`config.mk`:
```
export PLATFORM = sky130hd
export DESIGN_NAME = mem_arbiter
export DESIGN_NICKNAME = d
export VERILOG_FILES = /design/src/rtl/mem_arbiter.sv
export SDC_FILE = /design/constraint.sdc
export NUM_CORES = 1
export LEC_CHECK = 0
export BUFFER_PORTS_ARGS = -buffer_cell sky130_fd_sc_hd__buf_2
export CAP_MARGIN = 20
export CORE_AREA = 2 2 146 148
export DETAILED_ROUTE_END_ITERATION = 8
export DIE_AREA = 0 0 148 150
export PLACE_DENSITY = 0.72
export SLEW_MARGIN = 20
export SYNTH_ARGS = -nofsm -noshare
export SYNTH_HDL_FRONTEND = slang
export SYNTH_SLANG_ARGS = --single-unit
```
`constraint.sdc`:
```
create_clock -name clk -period 5 [get_ports clk]
set_input_delay 1 -clock clk [delete_from_list [all_inputs] [get_ports clk]]
set_output_delay 1 -clock clk [all_outputs]
set_load 0.03 [all_outputs]
```
`src/rtl/mem_arbiter.sv`:
```
// Arbiter sharing the unified memory port between icache fills and dcache fills/write-backs.
// Latches the winner, runs the memory handshake with a timeout, and pulses done to the owner.
module mem_arbiter #(
  parameter int unsigned ADDR_W     = 14,
  parameter int unsigned DATA_W     = 64,
  parameter int unsigned STARVE_MAX = 4,
  parameter int unsigned TIMEOUT    = 255
) (
  input  logic              clk,
  input  logic              rst_n,
  input  logic              ic_req,
  input  logic [ADDR_W-1:0] ic_addr,
  output logic              ic_done,
  output logic [DATA_W-1:0] ic_rdata,
  input  logic              dc_req,
  input  logic              dc_we,
  input  logic [ADDR_W-1:0] dc_addr,
  input  logic [DATA_W-1:0] dc_wdata,
  output logic              dc_done,
  output logic [DATA_W-1:0] dc_rdata,
  output logic              mem_re,
  output logic              mem_we,
  output logic [ADDR_W-1:0] mem_addr,
  output logic [DATA_W-1:0] mem_wdata,
  input  logic [DATA_W-1:0] mem_rdata,
  input  logic              mem_rdy,
  output logic              busy,
  output logic              err
);

  localparam int unsigned TimerW  = $clog2(TIMEOUT + 1);
  localparam int unsigned StarveW = $clog2(STARVE_MAX + 1);

  // Expiry fires in the strobe cycle that completes TIMEOUT cycles of waiting.
  localparam logic [TimerW-1:0]  TimerLast = TimerW'(TIMEOUT - 1);
  localparam logic [StarveW-1:0] StarveMax = StarveW'(STARVE_MAX);

  typedef enum logic [2:0] {StIdle, StIcRd, StDcRd, StDcWr, StResp} state_e;

  state_e              state_q, state_d;
  logic                owner_q, owner_d;  // 1 = dcache owns the transaction
  logic [ADDR_W-1:0]   addr_q, addr_d;
  logic [DATA_W-1:0]   wdata_q, wdata_d;
  logic [DATA_W-1:0]   ic_rdata_q, ic_rdata_d;
  logic [DATA_W-1:0]   dc_rdata_q, dc_rdata_d;
  logic [TimerW-1:0]   timer_q, timer_d;
  logic [StarveW-1:0]  starve_q, starve_d;
  logic                err_q, err_d;
  logic                ic_win;

  always_comb begin
    state_d    = state_q;
    owner_d    = owner_q;
    addr_d     = addr_q;
    wdata_d    = wdata_q;
    ic_rdata_d = ic_rdata_q;
    dc_rdata_d = dc_rdata_q;
    timer_d    = timer_q;
    starve_d   = starve_q;
    err_d      = err_q;
    ic_win     = 1'b0;

    case (state_q)
      StIdle: begin
        ic_win = ic_req && (!dc_req || (starve_q == StarveMax));
        if (ic_win) begin
          state_d  = StIcRd;
          owner_d  = 1'b0;
          addr_d   = ic_addr;
          starve_d = '0;
        end else if (dc_req) begin
          state_d = dc_we ? StDcWr : StDcRd;
          owner_d = 1'b1;
          addr_d  = dc_addr;
          if (dc_we) begin
            wdata_d = dc_wdata;
          end
          if (!ic_req) begin
            starve_d = '0;
          end else if (starve_q != StarveMax) begin
            starve_d = starve_q + StarveW'(1);
          end
        end
      end

      StIcRd, StDcRd, StDcWr: begin
        timer_d = timer_q + TimerW'(1);
        if (mem_rdy) begin
          if (state_q == StIcRd) ic_rdata_d = mem_rdata;
          if (state_q == StDcRd) dc_rdata_d = mem_rdata;
          state_d = StResp;
        end else if (timer_q == TimerLast) begin
          err_d   = 1'b1;
          state_d = StResp;
        end
      end

      StResp: begin
        timer_d = '0;
        state_d = StIdle;
      end

      default: state_d = StIdle;
    endcase
  end

  always_ff @(posedge clk or negedge rst_n) begin
    if (!rst_n) begin
      state_q    <= StIdle;
      owner_q    <= 1'b0;
      addr_q     <= '0;
      wdata_q    <= '0;
      ic_rdata_q <= '0;
      dc_rdata_q <= '0;
      timer_q    <= '0;
      starve_q   <= '0;
      err_q      <= 1'b0;
    end else begin
      state_q    <= state_d;
      owner_q    <= owner_d;
      addr_q     <= addr_d;
      wdata_q    <= wdata_d;
      ic_rdata_q <= ic_rdata_d;
      dc_rdata_q <= dc_rdata_d;
      timer_q    <= timer_d;
      starve_q   <= starve_d;
      err_q      <= err_d;
    end
  end

  // Strobes decode straight from state so an async reset drops them at once.
  assign mem_re    = (state_q == StIcRd) || (state_q == StDcRd);
  assign mem_we    = (state_q == StDcWr);
  assign busy      = (state_q != StIdle);
  assign ic_done   = (state_q == StResp) && !owner_q;
  assign dc_done   = (state_q == StResp) && owner_q;
  assign mem_addr  = addr_q;
  assign mem_wdata = wdata_q;
  assign ic_rdata  = ic_rdata_q;
  assign dc_rdata  = dc_rdata_q;
  assign err       = err_q;

endmodule

```
* Word level (Yosys, flattened, before mapping)
Index checks and enable logic that the tools add are counted.
** Word-level totals
- Logic and storage cells :: 57
- Flip-flop bits (word level) :: 222
- Memories :: 0
- RAM bits :: 0
- Input port bits :: 162
- Output and inout port bits :: 212
- Bits in read-only memories :: 0
- Bits in latches :: 0
** Cells by class
- Bitwise operators :: 2
- $add $sub $neg :: 2
- Equal/unequal tests :: 10
- Div/mod/pow operators :: 0
- Magnitude comparators :: 0
- Shift operators :: 0
- Muxes and demuxes :: 15
- $mul :: 0
- Reduce and logical (&&, ||, !) cells :: 19
** Operators by type and width (number)
- $mux 14 :: 2
- $mux 3 :: 8
- $pmux 8 s2 :: 1
- $reduce_and 3->1 :: 4
- $ne 3x3->1 const B :: 3
- $add 8x1->8 const B :: 1
- $eq 8x8->1 const B :: 1
- $eq 3x2->1 const B :: 2
- $eq 3x3->1 const B :: 2
- $pmux 3 s2 :: 1
- $reduce_and 2->1 :: 2
- $reduce_and 4->1 :: 1
- $reduce_bool 2->1 :: 2
- $add 3x1->3 const B :: 1
- $eq 3x1->1 const B :: 1
- $logic_and 1x1->1 :: 3
- $logic_not 3->1 :: 1
- $mux 1 :: 3
- $ne 3x1->1 const B :: 1
- $reduce_bool 3->1 :: 1
- $reduce_or 3->1 :: 1
- $logic_not 1->1 :: 2
- $logic_or 1x1->1 :: 2
- $not 1->1 :: 2

* Logic depth before layout (Yosys ltp)
Gate-level depths: netlist of the first run.
- Depth after elaboration :: 5
- Mapped depth :: 7
- Depth with buffers taken out :: 5

* Worst setup path after synthesis of the first run
OpenSTA, ideal clock, no wires.
- Path kind :: flip-flop to output port
- From :: register state_q[0]
- To :: output ic_done
- Stages on the path, launching flop included :: 4
- Data required time :: 4000 ps
- Buffers on the path :: 1
- Arrival :: 1509 ps
- Setup slack :: 2491 ps
- Cells stage by stage :: dfrtp_1 -> or2_2 -> clkbuf_1 -> nor3_1
** Between the ends
- Longest elaborated chain between the ends :: 2
** RTL lines
- start, declared :: line 40 : state_e state_q, state_d;
- start signal, assigned :: line 109 : state_q <= StIdle;
- start signal, assigned :: line 119 : state_q <= state_d;
- $eq 3x3->1 :: line 135 : assign ic_done = (state_q == StResp) && !owner_q;
- $logic_and 1x1->1 :: line 135
- end, declared :: line 13 : output logic ic_done,
No other way between the ends.

* Final worst setup path of the first run
- From :: register state_q[2]
- To :: output ic_done
Same word-level chain as after synthesis.

==> impl_metrics.csv, run 1 <==
group,metric,value,unit
worst_setup_path,crit_type,"flip-flop to output port",
yosys,synth.ff_latch_count,222,
worst_setup_path,critical_path_peak_fanout,22,
cells_and_area,final_cell_count_no_fill,1257,
clock_tree,clkLatencyLatePin,500,ps
clock_tree,holdBufCountCts,0,
worst_setup_path,reg2reg_from,"state_q[2]$_DFFE_PN0P_",
power_and_ir_drop,p_per_area,788,nW/um2
hold_path,hold_path_stages,1,
sta,fmax,330,MHz
placement,post-place-cells,1213,
global_routing,grt.met1_usage,22.8,%
sta,final_hold_viol_count,0,
yosys,synth.cell_area,8800,um2
global_routing,global_route_wire_length_before_repair,33.4,mm
floorplanning,ioPinCount,374,
global_routing,grt_antenna_before_repair,2,
worst_setup_path,number_of_cell_instances_on_the_worst_register_to_register_path,6,
yosys,ys_warn_count,0,
placement,place.gp.congestion,0.819,
worst_setup_path,start_kind,"flip-flop",
yosys,ys_dominant_reg_cell,"dfrtp_1",
yosys,post_synth_edffs,0,
route,wire_per_inst,17.4,um
worst_setup_path,worstPathArrival,2030,ps
sta,timing.final.ws_setup,1970,ps
route,totalWireLength,21.8,mm
global_routing,grt_busiest_layer,"met2",
sta,final_period_minus_worst_setup_slack,3030,ps
clock_tree,cts_buffers,23,
route,detail_route.vias_per_cell,5.00,
sta,min_period_over_period,60.6,%
clock_tree,post-cts-setup-buffers,0,
power_and_ir_drop,irDropWorstVdd,0.435,mV
placement,place_area,10900,um2
yosys,asyncSetResetFlopFracSynth,100,%
sta,finalClockSkew,10.6,ps
sta,final-max-slew-violation-count,0,
yosys,seq_area_frac_synth,63.1,%
cells_and_area,flow.area_growth_from_synthesis,33.6,%
worst_setup_path,crit_path_max_incr_delay,820,ps
route,remaining_drcs,0,
global_routing,grt_pass1_vias,6399,
power_and_ir_drop,power,0.00927,W
hold_path,timing.hold.worst.start,"err$_DFFE_PN0P_",
placement,port_buffers,373,
route,detailroute.via_count,6290,
clock_tree,clock_slew_seen_by_the_registers_of_the_worst_setup_and_hold_paths,70,ps
global_routing,globalRouteMet3Util,5.49,%
sta,report.final.setup_viol,0,
route,detailedRoute.firstIterationViolations,193,
worst_setup_path,critical_path.reg2reg.endpoint,"mem_wdata[62]$_DFFE_PN0P_",
clock_tree,clock-root-buffer,"clkbuf_16",
yosys,synth.area.top_cells,"dfrtp_1 63%, mux2_2 23%, o21ai_0 1.3%, mux2_1 1.3%, nand3_1 1.1%",
hold_path,timing.hold.worst_endpoint,"err$_DFFE_PN0P_",
cells_and_area,stdcell_area,11800,um2
global_routing,grt.overflow.total,0,
worst_setup_path,ff2ff_setup_slack,2320,ps
yosys,netlist.area_leader.share,63.1,%
clock_tree,post_cts_resize_count,0,
clock_tree,tritoncts_clock_tree,"built",
route,firstDrtPassIters,4,
clock_tree,cts_max_level,1,
clock_tree,cts_sinks,222,
yosys,synthesis.nets,761,
global_routing,met2_track_usage_gr,32.2,%
hold_path,hp-class,"flip-flop to flip-flop",
floorplanning,initial_utilization,42.6,%
yosys,synthDistinctLibCells,38,
worst_setup_path,cp_slowest_cell,"dfrtp_1",
worst_setup_path,required,4000,ps
status,run_status,"completed",
sta,grt_setup_unrepaired,"false",
sta,finalSetupTns,0,ps
placement,dpl.hpwl,16.1,mm
cells_and_area,finish.net_count,1129,
job,drv.max_cap_violation_count,0,
yosys,top_cell_type_by_total_area_after_synthesis,"dfrtp_1",
route,ant_nets,0,
worst_setup_path,crit_chain,"inv_1 > nor3_1 > buf_2",
floorplanning,die_h,150,um
global_routing,grt.total_usage,18.7,%
floorplanning,floorplan.core_area,20700,um2
floorplanning,die_width,148,um
cells_and_area,layout-drive-gt1-share,62.7,%
yosys,syn_inst,595,
sta,slew_headroom,38.1,%
worst_setup_path,end_kind,"output port",
yosys,avgSynthCellArea,14.8,um2
clock_tree,cts-root-to-sink-buffers,3,
floorplanning,floorplan.die_area,22200,um2
global_routing,maximum_number_of_pins_on_one_net_before_global_route_repair,124,
placement,dpl_worst_slack,2040,ps
power_and_ir_drop,p_leak,5.60,nW
sta,worstMarginPinSlew,928,ps
floorplanning,floorplan.rows,53,
## cell type report
class	instances	area [um2]
multi-input combinational	330	3050
fill	1717	8930
antenna	2	5.00
timing repair buffer	380	1970
clock inverter	12	175
sequential	222	5560
inverter	6	22.5
tap	275	344
clock buffer	30	642
## Yosys cell counts, drive strengths merged, types with 4 or more instances
cell type and n:
nor2 5, nand3 20, inv 6, a21oi 15
nand2 11, buf 21, clkbuf 16, ha 4
o311ai 4, dfrtp 222, mux2 193, a31oi 15
o21ai 23
## how the worst max path moves through the flow
stage               depth (start not counted)  slack [ps]              startpoint                        end
floorplan                                   3        2490  state_q[0]$_DFFE_PN0P_                    ic_done
global placement                            5        2050                  dc_req   mem_wdata[2]$_DFFE_PN0P_
detailed placement                          5        2040                  dc_req  mem_wdata[14]$_DFFE_PN0P_
CTS                                         3        1940  state_q[2]$_DFFE_PN0P_                    ic_done
global route                                3        1780  state_q[2]$_DFFE_PN0P_                    ic_done
finish                                      3        1970  state_q[2]$_DFFE_PN0P_                    ic_done
## worst max-delay path: cells and delay by family, from the launching register on
family	cells	cell delay (ps)
buffers and inverters	2	480
flip-flops	1	820
AND/OR/NAND/NOR	1	230
## cell usage in the layout, fill, tap and decap left out, types with 3 or more instances in the layout
cell type   count
nand4_1         3
buf_12          3
inv_1           6
clkinv_2        3
clkbuf_1        3
mux2_1         10
or2_2           3
nand3_1        20
o21ai_0        23
o21a_1          3
dfrtp_1       222
ha_1            4
o211ai_1        3
clkbuf_8        4
clkbuf_16      23
bufinv_16       4
mux2_2        183
nand2_1        11
buf_2         372
a21oi_1        15
clkinvlp_4      3
nor2_1          5
o311ai_0        4
buf_4           4
a31oi_1        15
## routing by layer
layer | vias up | routed length, um
li1 | 2891 | -
met1 | 3067 | 8580
met2 | 290 | 10700
met3 | 42 | 1960
met4 | 0 | 572
met5 | - | 0
## sequential cells by signal (all words and copies together), names as in the netlist
name       flops
mem_wdata     64
state_q        3
ic_rdata      64
mem_addr      14
timer_q        8
dc_rdata      64
err            1
starve_q       3
owner_q        1
## logic make-up after synthesis
family	synth area share, %
AO/OA/AOI/OAI	5.60
XOR/XNOR	0.0995
adder cells (fa/ha/maj)	0.568
buffers and inverters	2.63
flip-flops	63.1
multiplexers	24.8
AND/OR/NAND/NOR	3.21
## per-stage QoR
step	utilization [%]	hold WS (ps)
floorplan	-	486
global placement	52.9	465
detailed placement	52.9	471
CTS	56.8	487
global route	56.9	497
finish	56.9	482
## power breakdown
| part | internal [W] | leakage, nW | switching [W] | total (W) |
|---|---|---|---|---|
| Combinational | 0.00150 | 2.55 | 0.00278 | 0.00427 |
| Sequential | 0.00269 | 2.65 | 0.000497 | 0.00318 |
| Clock | 0.00112 | 0.394 | 0.000696 | 0.00181 |
| Total | 0.00530 | 5.60 | 0.00397 | 0.00927 |
Note: power is estimated with default switching activity, not from simulation.
==> run 2: changes to the inputs <==
Settings changed: ABC_AREA set to 1, CORE_AREA 2 2 146 148 to unset, CORE_MARGIN set to 1.5, CORE_UTILIZATION set to 44, DIE_AREA 0 0 148 150 to unset, PLACE_DENSITY 0.72 to 0.75.
Clock period 5 ns to 2.5 ns, I/O delays scaled along.
==> impl_metrics.csv, run 2 <==
group,metric,value,unit
sta,min_period_over_period,89.0,%
clock_tree,holdBufCountCts,1,
floorplanning,floorplan.die_area,22300,um2
floorplanning,initial_utilization,44.9,%
worst_setup_path,capturing_instance_or_port_of_the_critical_path,"ic_done",
global_routing,grt_pass1_vias,7416,
hold_path,timing.hold.worst.start,"dc_wdata[59]",
worst_setup_path,crit_chain,"nor2_4 > nand2_1 > nor2_1 > buf_2",
clock_tree,post-cts-setup-buffers,0,
worst_setup_path,worstPathArrival,1730,ps
cells_and_area,most-common-layout-cells,"372 x buf_2, 332 x nand2_1, 222 x dfrtp_1",
yosys,synthesis.nets,1128,
route,detailedRoute.firstIterationViolations,356,
power_and_ir_drop,p_leak,6.92,nW
global_routing,global_route_wire_length_before_repair,37.5,mm
yosys,synth_most_common_cell,"nand2_1",
worst_setup_path,path_depth,4,
sta,grt_setup_unrepaired,"false",
sta,finalSetupTns,0,ps
route,detailroute.via_count,7734,
clock_tree,cts_sinks,222,
worst_setup_path,crit_type,"flip-flop to output port",
hold_path,hp-class,"primary input to flip-flop",
placement,port_buffers,373,
sta,final_period_minus_worst_setup_slack,2230,ps
worst_setup_path,cp_slowest_cell,"dfrtp_1",
yosys,synthDistinctLibCells,27,
power_and_ir_drop,p_per_area,1440,nW/um2
worst_setup_path,cp_top_family,"simple AND/OR/NAND/NOR gates",
floorplanning,floorplan.core_area,21000,um2
yosys,post_synth_edffs,0,
yosys,asyncSetResetFlopFracSynth,100,%
yosys,avgSynthCellArea,9.81,um2
sta,worstMarginPinSlew,640,ps
worst_setup_path,end_kind,"output port",
global_routing,grt.overflow.total,0,
cells_and_area,final_cell_count_no_fill,1618,
worst_setup_path,critical_path.reg2reg.endpoint,"mem_wdata[61]$_DFFE_PN0P_",
yosys,top_cell_type_by_total_area_after_synthesis,"dfrtp_1",
clock_tree,cts_buffers,24,
route,detail_route.vias_per_cell,4.78,
job,drv.max_cap_violation_count,0,
global_routing,grt_antenna_before_repair,1,
worst_setup_path,cp-startpoint,"state_q[0]$_DFFE_PN0P_",
cells_and_area,stdcell_area,12200,um2
yosys,synth.ff_latch_count,222,
sta,finalClockSkew,23.7,ps
clock_tree,clock-root-buffer,"clkbuf_16",
cells_and_area,layout_commonest_cell,"buf_2",
worst_setup_path,timing.critical_path.buf_inv,1,
placement,place.gp.congestion,0.822,
yosys,synth.area.top_cells,"dfrtp_1 59%, nand2_1 13%, o21ai_2 11%, nand3_1 3.7%, inv_1 3.7%",
cells_and_area,finalCoreUtilization,58.2,%
clock_tree,tritoncts_clock_tree,"built",
sta,slew_headroom,57.4,%
placement,place_area,11500,um2
yosys,netlist.area_leader.share,58.9,%
clock_tree,cts-root-to-sink-buffers,3,
floorplanning,die_h,149,um
power_and_ir_drop,irDropWorstVdd,0.685,mV
floorplanning,ioPinCount,374,
worst_setup_path,required,2000,ps
cells_and_area,flow.area_growth_from_synthesis,29.7,%
floorplanning,die_width,149,um
sta,final-max-slew-violation-count,0,
route,firstDrtPassIters,5,
route,remaining_drcs,0,
global_routing,maximum_number_of_pins_on_one_net_before_global_route_repair,96,
route,totalWireLength,23.9,mm
worst_setup_path,start_kind,"flip-flop",
yosys,synth.cell_area,9440,um2
worst_setup_path,ff2ff_setup_slack,700,ps
clock_tree,post_cts_resize_count,0,
floorplanning,floorplan.rows,53,
yosys,ys_warn_count,0,
route,ant_nets,0,
cells_and_area,n_fill_cell,1845,
clock_tree,clock_slew_seen_by_the_registers_of_the_worst_setup_and_hold_paths,60,ps
status,run_status,"completed",
cells_and_area,finish.net_count,1492,
sta,fmax,449,MHz
yosys,ys_dominant_reg_cell,"dfrtp_1",
yosys,ranking_of_synthesized_cells_by_instance_count,"333 x nand2_1, 222 x dfrtp_1, 114 x o21ai_2, 92 x inv_1, 70 x nand3_1",
yosys,syn_inst,962,
power_and_ir_drop,power,0.0177,W
cells_and_area,layout-drive-gt1-share,41.6,%
sta,final_hold_viol_count,0,
yosys,seq_area_frac_synth,58.9,%
clock_tree,cts_max_level,1,
sta,report.final.setup_viol,0,
cells_and_area,number_of_diodes_added_for_antenna_fixing,0,
route,wire_per_inst,14.7,um
global_routing,grt.total_usage,20.9,%
placement,dpl.hpwl,17.4,mm
worst_setup_path,reg2reg_from,"starve_q[0]$_DFFE_PN0P_",
placement,post-place-cells,1574,
worst_setup_path,number_of_cell_instances_on_the_worst_register_to_register_path,9,
clock_tree,clkLatencyLatePin,520,ps
worst_setup_path,crit_path_max_incr_delay,450,ps
worst_setup_path,critical_path_peak_fanout,10,
run 2: cell count changes in the layout (fill, tap and decap cells not counted), sizes merged, moves of 13 or more:
cell   previous run  this run
mux2            193         0
a31oi            15         0
a21oi            15         0
nor2              5        18
inv               8        97
nand2            11       335
o21ai            23       140
nand3            20        72
run 2: how the worst min path moves through the flow:
stage	end	slack, ps	depth (start not counted)
4_1_cts	mem_wdata[27]$_DFFE_PN0P_	180	3
6_report	mem_wdata[59]$_DFFE_PN0P_	210	3
5_1_grt	mem_wdata[32]$_DFFE_PN0P_	200	3
2_1_floorplan	dc_rdata[0]$_DFFE_PN0P_	200	0
3_3_place_gp	mem_wdata[38]$_DFFE_PN0P_	450	2
3_5_place_dp	mem_wdata[7]$_DFFE_PN0P_	450	2
run 2: cell families (layout without fill, tap and decap cells):
| logic type | after synthesis | count (layout) | synth area share [%] |
|---|---|---|---|
| compound gates | 157 | 157 | 13.3 |
| xor+xnor | 1 | 1 | 0.0928 |
| fa+ha+maj | 4 | 4 | 0.530 |
| buf+inv | 150 | 531 | 8.64 |
| flops | 222 | 222 | 58.9 |
| simple gates | 428 | 428 | 18.5 |
run 2: power breakdown:
part,switching (W),internal [W],total (W)
clock,0.00142,0.00192,0.00334
sequential,0.000898,0.00520,0.00610
combinational,0.00588,0.00237,0.00824
total,0.00819,0.00949,0.0177
run 2: through the flow:
stage	setup WS (ps)	hold WS, ps
after floorplan	794	204
after global placement	720	450
after detailed placement	721	454
after CTS	248	182
after global routing	167	201
final	274	206
run 2: tightest hold or removal path: cells and delay by family:
kind          cells  cell delay, ps
buf+inv           1              70
simple gates      2             120
run 2: cell type report:
cell class	count	area, um2	share of cell area (%)
clock buffer	32	681	5.56
clock inverter	11	75.1	0.613
inverter	96	360	2.94
multi-input combinational	590	3090	25.2
sequential	222	5560	45.4
tap	275	344	2.81
timing repair buffer	392	2130	17.4
run 2: routing by layer:
metal	vias to the layer above	share of wire (%)	global-route usage [%]	wire, um
met1	3581	39	25.8	9410
met4	2	2.8	6.83	669
met2	322	50	36.2	11800
met5	-	0.054	0	13
li1	3787	-	-	-
met3	42	8.1	4.54	1930
==> run 3: changes to the inputs <==
--- a/constraint.sdc
+++ b/constraint.sdc
@@ -3,2 +3,2 @@
 set_output_delay 0.5 -clock clk [all_outputs]
-set_load 0.03 [all_outputs]
+set_load 0.05 [all_outputs]
==> impl_metrics.csv, run 3 (synthesis gave the netlist of run 2 again) <==
group,metric,value,unit
floorplanning,initial_utilization,44.9,%
sta,slew_headroom,58.3,%
worst_setup_path,cp_slowest_cell,"dfrtp_1",
clock_tree,post-cts-setup-buffers,0,
worst_setup_path,path_depth,4,
power_and_ir_drop,p_per_area,1650,nW/um2
cells_and_area,flow.area_growth_from_synthesis,30.0,%
floorplanning,die_h,149,um
sta,final_hold_viol_count,0,
sta,final-max-slew-violation-count,0,
worst_setup_path,number_of_cell_instances_on_the_worst_register_to_register_path,9,
clock_tree,cts_max_level,1,
global_routing,grt.total_usage,21.0,%
placement,dpl.hpwl,17.7,mm
global_routing,grt_pass1_vias,7419,
power_and_ir_drop,power,0.0202,W
route,remaining_drcs,0,
floorplanning,floorplan.rows,53,
route,totalWireLength,24.1,mm
route,met3WireLength,2.10,mm
worst_setup_path,end_kind,"output port",
sta,grt_setup_unrepaired,"false",
sta,final_period_minus_worst_setup_slack,2250,ps
route,met1_wire_length,9.38,mm
worst_setup_path,required,2000,ps
sta,finalClockSkew,7.85,ps
power_and_ir_drop,p_leak,6.93,nW
route,route.top_layer_used,"met5",
worst_setup_path,cp-startpoint,"state_q[0]$_DFFE_PN0P_",
sta,finalSetupTns,0,ps
global_routing,grt_antenna_before_repair,1,
worst_setup_path,crit_chain,"nor2_4 > nand2_1 > nor2_1 > buf_2",
clock_tree,clock-root-buffer,"clkbuf_16",
route,wire_per_inst,14.9,um
route,met2_wirelength,11.7,mm
worst_setup_path,start_kind,"flip-flop",
placement,place.gp.congestion,0.809,
cells_and_area,final-seq-area,5560,um2
route,firstDrtPassIters,4,
floorplanning,die_width,149,um
clock_tree,cts_buffers,24,
worst_setup_path,worstPathArrival,1750,ps
cells_and_area,layout_commonest_cell,"buf_2",
global_routing,grt.overflow.total,0,
clock_tree,cts-root-to-sink-buffers,3,
floorplanning,ioPinCount,374,
route,detailedRoute.firstIterationViolations,309,
floorplanning,floorplan.die_area,22300,um2
route,ant_nets,0,
clock_tree,cts_sinks,222,
hold_path,hp-class,"primary input to flip-flop",
worst_setup_path,cp_top_family,"simple AND/OR/NAND/NOR gates",
sta,worstMarginPinSlew,625,ps
worst_setup_path,crit_type,"flip-flop to output port",
worst_setup_path,crit_path_max_incr_delay,450,ps
global_routing,global_route_wire_length_before_repair,37.5,mm
floorplanning,floorplan.core_area,21000,um2
sta,min_period_over_period,89.9,%
job,drv.max_cap_violation_count,0,
cells_and_area,multiInputGateArea,3090,um2
clock_tree,tritoncts_clock_tree,"built",
sta,report.final.setup_viol,0,
route,detail_route.vias_per_cell,4.74,
placement,port_buffers,373,
sta,fmax,445,MHz
hold_path,timing.hold.worst.start,"dc_wdata[57]",
cells_and_area,layout-drive-gt1-share,41.3,%
hold_path,hold_path_stages,3,
clock_tree,clkLatencyLatePin,510,ps
clock_tree,clock_slew_seen_by_the_registers_of_the_worst_setup_and_hold_paths,60,ps
cells_and_area,finish.net_count,1494,
status,run_status,"completed",
worst_setup_path,reg2reg_from,"starve_q[1]$_DFFE_PN0P_",
sta,fin_worst_hold_slack,219,ps
clock_tree,post_cts_resize_count,0,
worst_setup_path,timing.critical_path.buf_inv,1,
cells_and_area,most-common-layout-cells,"372 x buf_2, 332 x nand2_1, 222 x dfrtp_1",
cells_and_area,number_of_diodes_added_for_antenna_fixing,0,
route,detailroute.via_count,7672,
global_routing,maximum_number_of_pins_on_one_net_before_global_route_repair,96,
worst_setup_path,critical_path_peak_fanout,10,
power_and_ir_drop,irDropWorstVdd,0.902,mV
cells_and_area,n_fill_cell,1834,
[run 3: layout make-up]
cell class	count	share of cell area, %
Clock buffer	37	5.79
Clock inverter	4	0.571
Inverter	96	2.94
Multi-Input combinational cell	590	25.2
Sequential cell	222	45.3
Tap cell	275	2.81
Timing Repair Buffer	394	17.4
[run 3: through the flow]
step	instances	setup WS (ps)	area [um2]	utilization (%)
after floorplan	962	402	9440	-
after global placement	1576	765	11500	54.6
after detailed placement	1576	714	11500	54.6
after CTS	1618	221	12300	58.3
after global routing	1618	110	12300	58.3
final	1618	251	12300	58.3
[run 3: repair_timing]
item                                    CTS  global route
endpoints found under the hold margin    57             0
hold buffers                              1             0
endpoints found under the setup margin    0             0
[run 3: final timing paths]
kind / to / slack [ps]
setup / recovery: ic_done / 250
hold / removal: mem_wdata[57]$_DFFE_PN0P_ / 220
setup reg to reg: mem_wdata[37]$_DFFE_PN0P_ / 710
hold reg to reg: mem_wdata[43]$_DFFE_PN0P_ / 460
max in group asynchronous: mem_wdata[56]$_DFFE_PN0P_ / 1310
min in group asynchronous: mem_addr[13]$_DFFE_PN0P_ / 520
[run 3: tightest hold or removal path, cell delays in order]
cell and delay [ps]:
buf_2 70, nand3_1 60, nand2_1 60
[run 3: power by group]
group	total [W]	internal [W]	switching, W
clock network	0.00350	0.00214	0.00135
logic	0.0106	0.00236	0.00828
registers	0.00610	0.00520	0.000894
total	0.0202	0.00971	0.0105
[run 3: layer usage]
layer  vias up  global-route usage (%)
met1      3526                    25.4
met4         2                    8.56
met5         -                       0
met3        55                    5.67
met2       315                    35.3
li1       3774                       -
